`src/rtl/mips_mc_controller.sv`:
```
// Multicycle MIPS control FSM (FETCH/DECODE/execute/writeback) with memory
// wait-state timeout and fault reporting.
// Optional feature: define MIPS_MC_BNE_EN to accept bne (opcode 000101);
// otherwise bne decodes as an illegal instruction.
// Handshake: mem_ready is sampled in FETCH, MEMRD and MEMWR; the access
// completes in the cycle mem_ready=1 while the request outputs are asserted.
module mips_mc_controller #(
    parameter int WAIT_MAX = 15
) (
    input  logic       clk,
    input  logic       rst,
    input  logic [5:0] opcode,
    input  logic [5:0] funct,
    input  logic       zero,
    input  logic       mem_ready,
    output logic       iord,
    output logic       mem_write,
    output logic       ir_write,
    output logic       pc_en,
    output logic       reg_dst,
    output logic       mem_to_reg,
    output logic       reg_write,
    output logic       halted,
    output logic [1:0] alu_src_a,
    output logic [2:0] alu_src_b,
    output logic [1:0] pc_src,
    output logic [3:0] alu_control,
    output logic [1:0] fault,
    output logic [3:0] state_dbg
);
    typedef enum logic [3:0] {
        S_FETCH = 4'd0, S_DECODE = 4'd1, S_MEMADR = 4'd2, S_MEMRD = 4'd3,
        S_MEMWB = 4'd4, S_MEMWR = 4'd5, S_REXEC = 4'd6, S_RWB = 4'd7,
        S_IEXEC = 4'd8, S_IWB = 4'd9, S_BRANCH = 4'd10, S_JUMP = 4'd11,
        S_HALT = 4'd15
    } state_t;

    localparam logic [3:0] ALU_AND = 4'b0000, ALU_OR  = 4'b0001, ALU_ADD = 4'b0010,
                           ALU_XOR = 4'b0011, ALU_SUB = 4'b0110, ALU_SLT = 4'b0111,
                           ALU_SLL = 4'b1000, ALU_SRL = 4'b1001, ALU_SRA = 4'b1010,
                           ALU_NOR = 4'b1100;
    localparam logic [7:0] WAIT_LAST = 8'(WAIT_MAX - 1);

    state_t     state, next_state;
    logic [7:0] wait_cnt;
    logic [1:0] fault_q, fault_next;
    logic       funct_ok, funct_shift, imm_ok, imm_zext, bne_op, timeout;
    logic [3:0] funct_alu, imm_alu;
    logic       ir_write_i, pc_en_i, mem_write_i, reg_write_i;

`ifdef MIPS_MC_BNE_EN
    assign bne_op = (opcode == 6'b000101);
`else
    assign bne_op = 1'b0;
`endif

    // The last permitted wait cycle: one more cycle without mem_ready faults.
    assign timeout = !mem_ready && (wait_cnt == WAIT_LAST);

    // R-type funct decode: legality, ALU op and whether it is a shift.
    always_comb begin
        funct_ok    = 1'b1;
        funct_shift = 1'b0;
        funct_alu   = ALU_AND;
        case (funct)
            6'b100000: funct_alu = ALU_ADD;
            6'b100010: funct_alu = ALU_SUB;
            6'b100100: funct_alu = ALU_AND;
            6'b100101: funct_alu = ALU_OR;
            6'b100110: funct_alu = ALU_XOR;
            6'b100111: funct_alu = ALU_NOR;
            6'b101010: funct_alu = ALU_SLT;
            6'b000000: begin funct_alu = ALU_SLL; funct_shift = 1'b1; end
            6'b000010: begin funct_alu = ALU_SRL; funct_shift = 1'b1; end
            6'b000011: begin funct_alu = ALU_SRA; funct_shift = 1'b1; end
            default:   funct_ok = 1'b0;
        endcase
    end

    // I-type arithmetic decode: legality, ALU op and immediate extension.
    always_comb begin
        imm_ok   = 1'b1;
        imm_zext = 1'b0;
        imm_alu  = ALU_ADD;
        case (opcode)
            6'b001000: imm_alu = ALU_ADD;
            6'b001010: imm_alu = ALU_SLT;
            6'b001100: begin imm_alu = ALU_AND; imm_zext = 1'b1; end
            6'b001101: begin imm_alu = ALU_OR;  imm_zext = 1'b1; end
            6'b001110: begin imm_alu = ALU_XOR; imm_zext = 1'b1; end
            default:   imm_ok = 1'b0;
        endcase
    end

    // Next-state and output decode from the registered state.
    always_comb begin
        next_state  = state;
        fault_next  = fault_q;
        iord        = 1'b0;
        ir_write_i  = 1'b0;
        pc_en_i     = 1'b0;
        mem_write_i = 1'b0;
        reg_write_i = 1'b0;
        reg_dst     = 1'b0;
        mem_to_reg  = 1'b0;
        halted      = 1'b0;
        alu_src_a   = 2'b00;
        alu_src_b   = 3'b000;
        pc_src      = 2'b00;
        alu_control = ALU_AND;
        case (state)
            S_FETCH: begin
                alu_src_b   = 3'b001;
                alu_control = ALU_ADD;
                if (mem_ready) begin
                    ir_write_i = 1'b1;
                    pc_en_i    = 1'b1;
                    next_state = S_DECODE;
                end else if (timeout) begin
                    next_state = S_HALT;
                    fault_next = 2'b10;
                end
            end
            S_DECODE: begin
                alu_src_b   = 3'b011;
                alu_control = ALU_ADD;
                if (opcode == 6'b000000 && funct_ok) next_state = S_REXEC;
                else if (opcode == 6'b100011 || opcode == 6'b101011) next_state = S_MEMADR;
                else if (imm_ok) next_state = S_IEXEC;
                else if (opcode == 6'b000100 || bne_op) next_state = S_BRANCH;
                else if (opcode == 6'b000010) next_state = S_JUMP;
                else begin
                    next_state = S_HALT;
                    fault_next = 2'b01;
                end
            end
            S_REXEC, S_RWB: begin
                alu_src_a   = funct_shift ? 2'b10 : 2'b01;
                alu_src_b   = funct_shift ? 3'b101 : 3'b000;
                alu_control = funct_alu;
                if (state == S_REXEC) begin
                    next_state = S_RWB;
                end else begin
                    reg_dst     = 1'b1;
                    reg_write_i = 1'b1;
                    next_state  = S_FETCH;
                end
            end
            S_IEXEC, S_IWB: begin
                alu_src_a   = 2'b01;
                alu_src_b   = imm_zext ? 3'b100 : 3'b010;
                alu_control = imm_alu;
                if (state == S_IEXEC) begin
                    next_state = S_IWB;
                end else begin
                    reg_write_i = 1'b1;
                    next_state  = S_FETCH;
                end
            end
            S_MEMADR: begin
                alu_src_a   = 2'b01;
                alu_src_b   = 3'b010;
                alu_control = ALU_ADD;
                next_state  = (opcode == 6'b100011) ? S_MEMRD : S_MEMWR;
            end
            S_MEMRD, S_MEMWR: begin
                iord        = 1'b1;
                mem_write_i = (state == S_MEMWR);
                if (mem_ready) begin
                    next_state = (state == S_MEMRD) ? S_MEMWB : S_FETCH;
                end else if (timeout) begin
                    next_state = S_HALT;
                    fault_next = 2'b10;
                end
            end
            S_MEMWB: begin
                mem_to_reg  = 1'b1;
                reg_write_i = 1'b1;
                next_state  = S_FETCH;
            end
            S_BRANCH: begin
                alu_src_a   = 2'b01;
                alu_control = ALU_SUB;
                pc_src      = 2'b01;
                pc_en_i     = bne_op ? ~zero : zero;
                next_state  = S_FETCH;
            end
            S_JUMP: begin
                pc_src     = 2'b10;
                pc_en_i    = 1'b1;
                next_state = S_FETCH;
            end
            S_HALT: begin
                halted = 1'b1;
            end
            default: next_state = S_FETCH;
        endcase
    end

    // Reset gates every write enable immediately, even mid-access.
    assign ir_write  = ir_write_i & ~rst;
    assign pc_en     = pc_en_i & ~rst;
    assign mem_write = mem_write_i & ~rst;
    assign reg_write = reg_write_i & ~rst;
    assign fault     = fault_q;
    assign state_dbg = state;

    // State, wait counter and fault registers; fault only changes on HALT entry.
    always_ff @(posedge clk) begin
        if (rst) begin
            state    <= S_FETCH;
            wait_cnt <= 8'd0;
            fault_q  <= 2'b00;
        end else begin
            state <= next_state;
            if (next_state != state)
                wait_cnt <= 8'd0;
            else if ((state == S_FETCH || state == S_MEMRD || state == S_MEMWR) && !mem_ready)
                wait_cnt <= wait_cnt + 8'd1;
            if (next_state == S_HALT && state != S_HALT)
                fault_q <= fault_next;
        end
    end
endmodule

```
`config.mk`:
```
export PLATFORM = sky130hd
export DESIGN_NAME = mips_mc_controller
export DESIGN_NICKNAME = d
export VERILOG_FILES = /design/src/rtl/mips_mc_controller.sv
export SDC_FILE = /design/constraint.sdc
export NUM_CORES = 1
export LEC_CHECK = 0
export ABC_AREA = 1
export CORE_MARGIN = 2
export CORE_UTILIZATION = 45
export CTS_CLUSTER_SIZE = 20
export DETAILED_ROUTE_END_ITERATION = 8
export PLACE_DENSITY = 0.88
export SLEW_MARGIN = 20
export SYNTH_ARGS = -nofsm -noshare
export SYNTH_HDL_FRONTEND = slang
export SYNTH_SLANG_ARGS = --single-unit
export TNS_END_PERCENT = 100
```
`constraint.sdc`:
```
create_clock -name clk -period 3 [get_ports clk]
set_input_delay 0.45 -clock clk [delete_from_list [all_inputs] [get_ports clk]]
set_output_delay 0.45 -clock clk [all_outputs]
set_load 0.01 [all_outputs]
```
==> results.json, run 1 <==
{
  "status": "finished clean",
  "worstPathCellList": "clkdlybuf4s50_1 > nor2_1 > nand3_1 > nand2_1 > inv_1 > o31ai_1 > clkdlybuf4s50_1",
  "yosys_register_bits": 14,
  "cts_buffers": 3,
  "numPortBuffers": 40,
  "post_cts_resized": 0,
  "postSynthAreaPerCell_um2": 5.51,
  "critPathMaxStageDelay_ns": 0.58,
  "die_h_um": 57.9,
  "final-max-slew-violation-count": 0,
  "synth_area_um2": 1310,
  "worstHoldStart": "fault[0]",
  "clock.fmax_ghz": 0.359,
  "synth_top_area_cell": "dfxtp_1",
  "synth-async-reset-ratio": 0,
  "slew_headroom": 0.738,
  "cp.required_ns": 2.55,
  "drtIter0Drc": 88,
  "placed_area_um2": 1740,
  "fill_cells": 259,
  "drt-met1-wl_mm": 1.64,
  "clock_path_buffers": 2,
  "reg2reg_depth": 14,
  "die_w_um": 57.9,
  "first_pass_iters": 5,
  "dieArea_um2": 3350,
  "setup_ws_ns": 0.211,
  "slowest_stage": "clkdlybuf4s50_1",
  "rrSetupSlack_ns": 1.01,
  "finalInstanceArea_um2": 1760,
  "pre_cts_slack_ns": 0.217,
  "grt_max_degree": 10,
  "grt_usage": 0.228,
  "yosysTopAreaCellShare": 0.215,
  "pin_count": 41,
  "synth-edff-count": 0,
  "cts_tree": "built",
  "drive_gt1_frac": 0.0538,
  "p_leak_nw": 0.808,
  "cts.sinks": 14,
  "rsz0062_at_grt": "no",
  "wl_mm": 3.53,
  "viasPerCell": 5.19,
  "cp_common_cell": "clkdlybuf4s50_1",
  "min_period_ns": 2.79,
  "htree_levels": 1,
  "area_growth_pct": 35.1,
  "whs_path_depth": 2,
  "drc": 0,
  "initial_core_util": 0.474,
  "cts_setup_buffers": 0,
  "synth_area_leaders": "dfxtp_1 21%, nor2_1 16%, nand2_1 13%, inv_1 12%, nand3_1 9.6%",
  "startpoint": "opcode[5]",
  "rr_endpoint": "wait_cnt[6]",
  "dr_wl_met3_um": 294,
  "yosys_warnings": 0,
  "worstPathArrival_ns": 2.34,
  "p_total_mw": 1.29,
  "fin_crit_sh": 0.930,
  "path_class": "input port to output pin",
  "tightest_slew_ns": 0.391,
  "fin_util": 0.640,
  "grt_pass1_vias": 1413,
  "dp_hpwl_mm": 2.84,
  "diodes": 0,
  "clock_latency_ns": 0.28,
  "path_clk_slew_ns": 0.08,
  "fin_worst_skew_ns": 0.00169,
  "ys.flop_type": "dfxtp_1",
  "antenna_found_initial": 0,
  "hold_viol_final": 0,
  "yosysMostFrequentCell": "nor2_1",
  "gp_congestion": 0.916,
  "dr.max_layer_used": "met4",
  "netlist_instances": 237,
  "num_rows": 19,
  "power_density_nw_per_um2": 732,
  "worst_setup_path_end_kind": "output pin",
  "drtAntennaViolNets": 0,
  "netlist_top_cells_count": "56 x nor2_1, 46 x nand2_1, 41 x inv_1",
  "worstHoldEndpoint": "fault[0]",
  "grt_pass1_wl_mm": 6.00,
  "met2_length_mm": 1.55,
  "grt_overflow": 0,
  "syn-num-nets": 255,
  "vias": 1609,
  "setup_viol": 0,
  "wire_per_inst_um": 11.4,
  "min_path_type": "flip-flop to flip-flop",
  "r2r_start": "state_dbg[1]",
  "path_max_fanout": 6,
  "tns_ns": 0,
  "cts.hold.buffers_added": 0,
  "clock-root-buffer": "clkbuf_4",
  "ir_drop_uv": 749,
  "nets": 299,
  "core_area_um2": 2760,
  "cap_violations": 0,
  "ys_seq_area_frac": 0.215,
  "critPathLaunchType": "input port",
  "synth_cell_type_count": 25
}
## critical path: cells and delay by family
| family | cells | cell delay [ns] |
|---|---|---|
| compound gates | 1 | 0.21 |
| simple gates | 3 | 0.61 |
| buf+inv | 3 | 1.08 |
## per-layer routing
| layer | track usage | up-vias |
|---|---|---|
| met3 | 0.0424 | 7 |
| met4 | 0.0598 | 0 |
| li1 | - | 835 |
| met1 | 0.309 | 692 |
| met2 | 0.372 | 75 |
| met5 | 0 | - |
## report_power, final
part           total, mW  internal, mW  leakage, nW  switching (mW)
sequential         0.279         0.224        0.114          0.0549
clock              0.106        0.0467       0.0138          0.0598
combinational      0.905         0.380        0.680           0.526
## stage by stage
step                      hold slack [ns]  cells
after detailed placement            0.520    307
final                               0.548    310
after CTS                           0.548    310
after global routing                0.574    310
after floorplan                     0.501    237
after global placement              0.479    307
## registers in the layout, indices dropped and copies added (netlist names)
name       flops
wait_cnt       8
state_dbg      4
fault          2
## layout by cell type, fill, tap and decap left out, types with 2 or more instances in the layout
master / synthesis / routed
nor2_1: 56 / 56
nand2_1: 46 / 46
inv_1: 41 / 41
clkdlybuf4s50_1: 0 / 40
nand3_1: 25 / 25
dfxtp_1: 14 / 14
o21ai_0: 9 / 9
nand4_1: 6 / 6
a21oi_1: 6 / 6
xor2_1: 6 / 6
nor3_1: 5 / 5
inv_2: 3 / 3
nor2_2: 3 / 3
clkbuf_4: 0 / 3
a31oi_1: 2 / 2
o211ai_1: 2 / 2
nand2_2: 2 / 2
ha_1: 2 / 2
## worst max-delay path by stage
| stage | endpoint | slack, ns | cells past startpoint |
|---|---|---|---|
| final | alu_control[0] | 0.21 | 7 |
| after global routing | alu_src_b[2] | 0.04 | 9 |
| after CTS | alu_control[0] | 0.21 | 7 |
| after detailed placement | alu_control[0] | 0.22 | 7 |
| after global placement | alu_control[0] | 0.33 | 7 |
| after floorplan | alu_src_b[2] | 1.09 | 8 |
## final cells by class
cell class | count | area, um^2 | area share
Multi-Input combinational cell | 178 | 857 | 0.486
Sequential cell | 14 | 280 | 0.159
Tap cell | 31 | 38.8 | 0.0220
Clock buffer | 3 | 22.5 | 0.0128
Timing Repair Buffer | 40 | 400 | 0.227
Inverter | 44 | 165 | 0.0936
## logic make-up after synthesis
kind of cell    count (synthesis)  synth area share
simple gates                  148             0.499
buf+inv                        45             0.129
compound gates                 21            0.0910
flops                          14             0.215
xor+xnor                        7            0.0469
fa+ha+maj                       2            0.0192
Power figures use the tool's default switching activity.
==> run 2: changes to the inputs <==
PLACE_DENSITY = 0.76   (was 0.88)
==> run 2 against run 1 <==
Fmax up 0.46%. Power up 2.5%. Clock skew down 0.0012 ns. Setup slack better by 0.013 ns. Wire length up 0.74%. Flip-flop and latch count unchanged. Critical path depth up 2. Cell count up 0.32%. Register-to-register slack better by 0.04 ns. Critical path type is now flip-flop to output pin.
==> results.json, run 2 (synthesis results as in run 1) <==
{
  "status": "finished clean",
  "slew_headroom": 0.736,
  "worst_setup_path_end_kind": "output pin",
  "largest_reg_flops": 8,
  "tightest_slew_ns": 0.394,
  "cts_buffers": 3,
  "hold_viol_final": 0,
  "placed_area_um2": 1740,
  "clock.fmax_ghz": 0.360,
  "area_growth_pct": 36.1,
  "num_rows": 19,
  "grt_max_degree": 10,
  "cp.required_ns": 2.55,
  "dp_hpwl_mm": 2.87,
  "fin_worst_skew_ns": 0.000486,
  "first_pass_iters": 5,
  "pin_count": 41,
  "ir_drop_uv": 696,
  "critPathLaunchType": "flip-flop",
  "htree_levels": 1,
  "final_common_cell": "nor2_1",
  "grt_most_used_layer": "met2",
  "min_period_ns": 2.78,
  "setup_ws_ns": 0.223,
  "cts.hold.buffers_added": 0,
  "fin_util": 0.645,
  "path_clk_slew_ns": 0.09,
  "drc": 0,
  "diodes": 0,
  "min_path_type": "flip-flop to flip-flop",
  "grt_pass1_vias": 1357,
  "grt_usage": 0.222,
  "use_met2": 0.349,
  "cpLargestDelayFamily": "buffers and inverters",
  "cp_num_buf_inv": 5,
  "pre_cts_slack_ns": 0.268,
  "critPathMaxStageDelay_ns": 0.56,
  "numPortBuffers": 40,
  "final-max-slew-violation-count": 0,
  "fin_crit_sh": 0.926,
  "dieArea_um2": 3350,
  "core_area_um2": 2760,
  "path_class": "flip-flop to output pin",
  "met1_usage": 0.321,
  "antenna_found_initial": 0,
  "wire_per_inst_um": 11.4,
  "setup_viol": 0,
  "largest_register": "wait_cnt",
  "viasPerCell": 5.15,
  "tns_ns": 0,
  "worstPathCellList": "inv_1 > nor2_1 > inv_1 > nor2_1 > inv_1 > nor2_1 > inv_1 > o21ai_0 > clkdlybuf4s50_1",
  "drtIter0Drc": 65,
  "drive_gt1_frac": 0.0571,
  "die_w_um": 57.9,
  "drtAntennaViolNets": 0,
  "layout_common_cells": "56 x nor2_1, 46 x nand2_1, 41 x inv_1",
  "initial_core_util": 0.474,
  "power_density_nw_per_um2": 744,
  "clock_latency_ns": 0.28,
  "cts.sinks": 14,
  "slowest_stage": "clkdlybuf4s50_1",
  "clock-root-buffer": "clkbuf_4",
  "cts_tree": "built",
  "p_leak_nw": 0.815,
  "finalInstanceArea_um2": 1780,
  "clock_path_buffers": 2,
  "cap_violations": 0,
  "worstPathArrival_ns": 2.33,
  "use_met3": 0.0469,
  "path_max_fanout": 5,
  "cts_setup_buffers": 0,
  "vias": 1601,
  "rsz0062_at_grt": "no",
  "gp_congestion": 0.868,
  "grt_pass1_wl_mm": 5.94,
  "wl_mm": 3.55,
  "nets": 299,
  "post_cts_resized": 0,
  "grt_overflow": 0,
  "die_h_um": 57.9,
  "cp_common_cell": "inv_1"
}
run 2: layer usage:
metal | up-vias | wire length, um
li1 | 836 | -
met5 | - | 0
met2 | 48 | 1610
met1 | 713 | 1730
met4 | 0 | 17
met3 | 4 | 198
run 2: area by class of cell:
cell class                      instances  area, um^2
Fill cell                             278         980
Multi-Input combinational cell        178         857
Timing Repair Buffer                   40         400
Sequential cell                        14         280
Inverter                               44         165
Tap cell                               31        38.8
Clock buffer                            4        36.3
run 2: tightest hold or removal path, stage by stage, from the launching register on:
cell and delay (ns):
dfxtp_1 0.34, a21oi_1 0.06, nor2_1 0.07
run 2: per-stage QoR:
| stage | power [mW] | hold WS (ns) | std cells |
|---|---|---|---|
| 3_5_place_dp | 1.18 | 0.483 | 307 |
| 4_1_cts | 1.33 | 0.510 | 311 |
| 5_1_grt | 1.45 | 0.550 | 311 |
| 2_1_floorplan | 0.837 | 0.501 | 237 |
| 3_3_place_gp | 1.18 | 0.492 | 307 |
| 6_report | 1.32 | 0.500 | 311 |
run 2: path summary, 6_finish.rpt:
path,end,slack [ns],startpoint,cells after the start
max,alu_src_b[2],0.22,state_dbg[2],9
min,fault[1],0.50,fault[1],2
max reg2reg,wait_cnt[4],1.05,state_dbg[3],13
min reg2reg,fault[1],0.50,fault[1],2
run 2: power by group:
part           switching, mW  internal (mW)  total (mW)
sequential            0.0562          0.224       0.280
combinational          0.526          0.380       0.906
clock                 0.0634         0.0738       0.137
